--- src/rtl/siso_shift_ctrl.sv ---
// Frame controller for a serial-in serial-out shift register: takes a word over valid/ready
// and streams it one bit per clock. Define SISO_PARITY_EN to append an even-parity bit.
module siso_shift_ctrl #(
  parameter int unsigned WIDTH      = 8,
  parameter int unsigned GAP_CYCLES = 1,
  parameter int unsigned MSB_FIRST  = 1
) (
  input  logic             clk,
  input  logic             rst,
  input  logic             in_valid,
  input  logic [WIDTH-1:0] in_data,
  output logic             in_ready,
  output logic             d_out,
  output logic             shift_en,
  output logic             frame,
  output logic             busy,
  output logic             done
);

  localparam int unsigned CntW = $clog2(WIDTH);
  localparam int unsigned GapW = (GAP_CYCLES > 1) ? $clog2(GAP_CYCLES) : 1;
  localparam logic [CntW-1:0] CntLast = CntW'(WIDTH - 1);
  localparam logic [GapW-1:0] GapLast = GapW'((GAP_CYCLES > 0) ? GAP_CYCLES - 1 : 0);

`ifdef SISO_PARITY_EN
  typedef enum logic [1:0] {StIdle, StShift, StGap, StParity} state_e;
`else
  typedef enum logic [1:0] {StIdle, StShift, StGap} state_e;
`endif

  state_e           state_q, state_d;
  logic [CntW-1:0]  cnt_q, cnt_d;
  logic [GapW-1:0]  gap_q, gap_d;
  logic [WIDTH-1:0] data_q, data_d;
  logic             done_q, done_d;
  logic [CntW-1:0]  bit_idx;
  state_e           after_frame;

  assign after_frame = (GAP_CYCLES == 0) ? StIdle : StGap;

  always_comb begin
    state_d = state_q;
    cnt_d   = cnt_q;
    gap_d   = gap_q;
    data_d  = data_q;
    done_d  = 1'b0;
    unique case (state_q)
      StIdle: begin
        if (in_valid) begin
          data_d  = in_data;
          cnt_d   = '0;
          state_d = StShift;
        end
      end
      StShift: begin
        cnt_d = cnt_q + 1'b1;
        if (cnt_q == CntLast) begin
          // Explicit clear keeps non-power-of-two widths from running past the frame.
          cnt_d = '0;
`ifdef SISO_PARITY_EN
          state_d = StParity;
`else
          done_d  = 1'b1;
          gap_d   = '0;
          state_d = after_frame;
`endif
        end
      end
`ifdef SISO_PARITY_EN
      StParity: begin
        done_d  = 1'b1;
        gap_d   = '0;
        state_d = after_frame;
      end
`endif
      StGap: begin
        gap_d = gap_q + 1'b1;
        if (gap_q == GapLast) begin
          state_d = StIdle;
        end
      end
      default: state_d = StIdle;
    endcase
  end

  always_ff @(posedge clk) begin
    if (rst) begin
      state_q <= StIdle;
      cnt_q   <= '0;
      gap_q   <= '0;
      data_q  <= '0;
      done_q  <= 1'b0;
    end else begin
      state_q <= state_d;
      cnt_q   <= cnt_d;
      gap_q   <= gap_d;
      data_q  <= data_d;
      done_q  <= done_d;
    end
  end

  assign bit_idx = (MSB_FIRST != 0) ? (CntLast - cnt_q) : cnt_q;

  always_comb begin
    d_out    = 1'b0;
    shift_en = 1'b0;
    unique case (state_q)
      StShift: begin
        d_out    = data_q[bit_idx];
        shift_en = 1'b1;
      end
`ifdef SISO_PARITY_EN
      StParity: begin
        d_out    = ^data_q;
        shift_en = 1'b1;
      end
`endif
      default: ;
    endcase
  end

  // rst gate keeps in_ready low for every cycle reset is held, not only the first.
  assign in_ready = (state_q == StIdle) && !rst;
  assign frame    = shift_en;
  assign busy     = (state_q != StIdle);
  assign done     = done_q;

endmodule
--- config.mk ---
export PLATFORM = sky130hd
export DESIGN_NAME = siso_shift_ctrl
export DESIGN_NICKNAME = d
export VERILOG_FILES = /design/src/rtl/siso_shift_ctrl.sv
export SDC_FILE = /design/constraint.sdc
export NUM_CORES = 1
export LEC_CHECK = 0
export ABC_AREA = 1
export BUFFER_PORTS_ARGS = -buffer_cell sky130_fd_sc_hd__buf_4
export CAP_MARGIN = 20
export CORE_MARGIN = 4
export CORE_UTILIZATION = 45
export DETAILED_ROUTE_END_ITERATION = 7
export PLACE_DENSITY = 0.69
export SYNTH_ARGS = -nofsm -noshare
export SYNTH_HDL_FRONTEND = slang
export SYNTH_SLANG_ARGS = --single-unit
--- constraint.sdc ---
create_clock -name clk -period 2.8 [get_ports clk]
set_input_delay 0.14 -clock clk [delete_from_list [all_inputs] [get_ports clk]]
set_output_delay 0.14 -clock clk [all_outputs]
set_load 0.02 [all_outputs]
==> metrics.txt <==
placed cells=120; RR Endpoint=cnt_q[0]; Arr. time, crit path=1330 ps; DRT Wirelength=1360 microns; EDFF count, synth=0; Non-Filler Instances=124; pwr/cell area=530 nW/um^2; die area=2220 sq um; Data required, critical path=2660 ps; global-route wire length before repair=~2200 microns; register area share after synthesis=0.436; nets@finish=123; r2r startpoint=cnt_q[0]; io pins=17; Worst Reg-to-Reg Cells=5; via count=620; total of max-cap violations=0; final setup TNS=0 ps; DRT antenna net count=0; Synth Warn #=0; Slew Limit Headroom=0.768; clk sinks=15; DR pass1 iterations=3; Async S/R FF share, synth=0; fin crit share=0.525; leading cell types by count after synthesis=nand2_1, dfxtp_1, a21oi_1, inv_1, o21ai_0; largest net degree at the start of global routing=17; Final Critical Period=1470 ps; GP Congestion=approximately 0.77; routed wire length per instance=around 11 microns; critical path launch point type=register; final setup violation count=0; maximum vdd drop=0.000278 V; share of cells above drive strength 1=0.257; initial antenna violation count=0; Die Wd=47.1 microns; transition time of the tightest slew-check pin=347 ps; Area Growth Syn to Fin=20.5%; hold_sp=rst; clock-pin slew on the worst setup and hold paths=90 ps; Crit. End Element=primary output; FMAX=0.680 GHz; CTS Hold Bufs=0; Main synth FF type=dfxtp_1; grt ovf=0; type of the worst setup path=reg -> out; syn nets=between 100 and 150; Hold Path Depth=2; DR iter-0 viols=7; reg2reg setup slack=1460 ps; Ant. Diodes=0; CTS tree=done; gr usage total=0.142; number of synthesized register bits=15; RSZ-0062 raised after global routing=false; Initial Utilization=0.505; Synth area leader=dfxtp_1; synthesized area=689 sq um; count leader, synth=nand2_1; clk root buf=clkbuf_4; post-cts resize count=0; final hold viol count=0; Port Buffers=16; Slew Limit Fails=0; total clock buffers created by CTS=3; clock latency on the worst-skew pair=around 280 ps; postcts setup bufs=0; Residual DRC=0; # rows=13; hold crit path type=in -> reg; Area contributors post-synth=dfxtp_1, nand2_1, a21oi_1; vias in the first global route=526; dpl hpwl=999 microns; CTS Buffer Depth=2; hold endpoint=cnt_q[1]; Synth top area share=0.436; Final Skew=around 2.6 ps; H-tree depth=1; status=complete, no violations; Design Power=0.441 mW; die height=about 47 microns; Leak=0.384 nW; Core Area=about 1400 sq um; Max FO, Critical Path=7; Post-Syn Area per Cell=7.49 sq um; Mapped Cells=92; via/cell ratio=5.00; Synth cell types=19
cells by family after synthesis:
family | Yosys count | synth area share
compound gates | 22 | 0.163
fa+ha+maj | 2 | 0.0363
buf+inv | 17 | 0.111
flops | 15 | 0.436
simple gates | 36 | 0.254
layout by cell type, fill, tap and decap left out, drive strengths merged, types with 2 or more instances in the layout:
| master | n |
|---|---|
| o21ai | 9 |
| dfxtp | 15 |
| a21oi | 12 |
| nand2 | 19 |
| buf | 16 |
| inv | 14 |
| nand3 | 7 |
| clkbuf | 4 |
| nor2 | 9 |
| ha | 2 |
critical path, stage by stage, from the launching register on:
cell	delay, ps
dfxtp_1	460
inv_2	90
nand2_1	70
nand3_1	60
nand2_1	80
nor2_1	40
nor2_1	100
buf_4	140
where the power goes:
group	internal [mW]	total (mW)	switching, mW
Sequential	0.226	0.232	0.00598
Clock	0.0553	0.126	0.0702
Combinational	0.0349	0.0831	0.0482
Total	0.316	0.441	0.124
state kept, by name, indices dropped and copies added (netlist names):
| signal | count |
|---|---|
| cnt_q | 3 |
| gap_q | 1 |
| state_q | 2 |
| done | 1 |
| data_q | 8 |
stage by stage:
step	hold WS (ps)	area (sq um)	setup slack, ps	utilization
3_3_place_gp	353	805	1550	0.589
2_1_floorplan	209	689	1520	-
5_1_grt	45.8	831	1230	0.608
6_report	48.3	831	1330	0.608
4_1_cts	48.8	831	1320	0.608
3_5_place_dp	353	805	1470	0.589
final cells by class:
type | instances | area [sq um]
inverter | 14 | 52.6
multi-input combinational | 60 | 313
clock buffer | 4 | 26.3
fill | 148 | 536
timing repair buffer | 16 | 120
sequential | 15 | 300
tap | 15 | 18.8
worst max path at each step:
stage	start	endpoint	slack (ps)	cells after the start
4_1_cts	cnt_q[0]	d_out	1320	7
3_5_place_dp	cnt_q[0]	cnt_q[0]	1470	5
5_1_grt	cnt_q[0]	d_out	1230	7
2_1_floorplan	state_q[0]	d_out	1520	4
3_3_place_gp	cnt_q[0]	cnt_q[0]	1550	5
6_report	cnt_q[0]	d_out	1330	7
per-layer routing:
| metal | global-route usage | vias to the layer above | wire length (microns) |
|---|---|---|---|
| li1 | - | 328 | - |
| met1 | 0.191 | 271 | 662 |
| met2 | 0.192 | 16 | 574 |
| met3 | 0.0383 | 5 | 86 |
| met4 | 0.0994 | 0 | 36 |
| met5 | 0 | - | 0 |
Note: power is estimated with default switching activity, not from simulation.
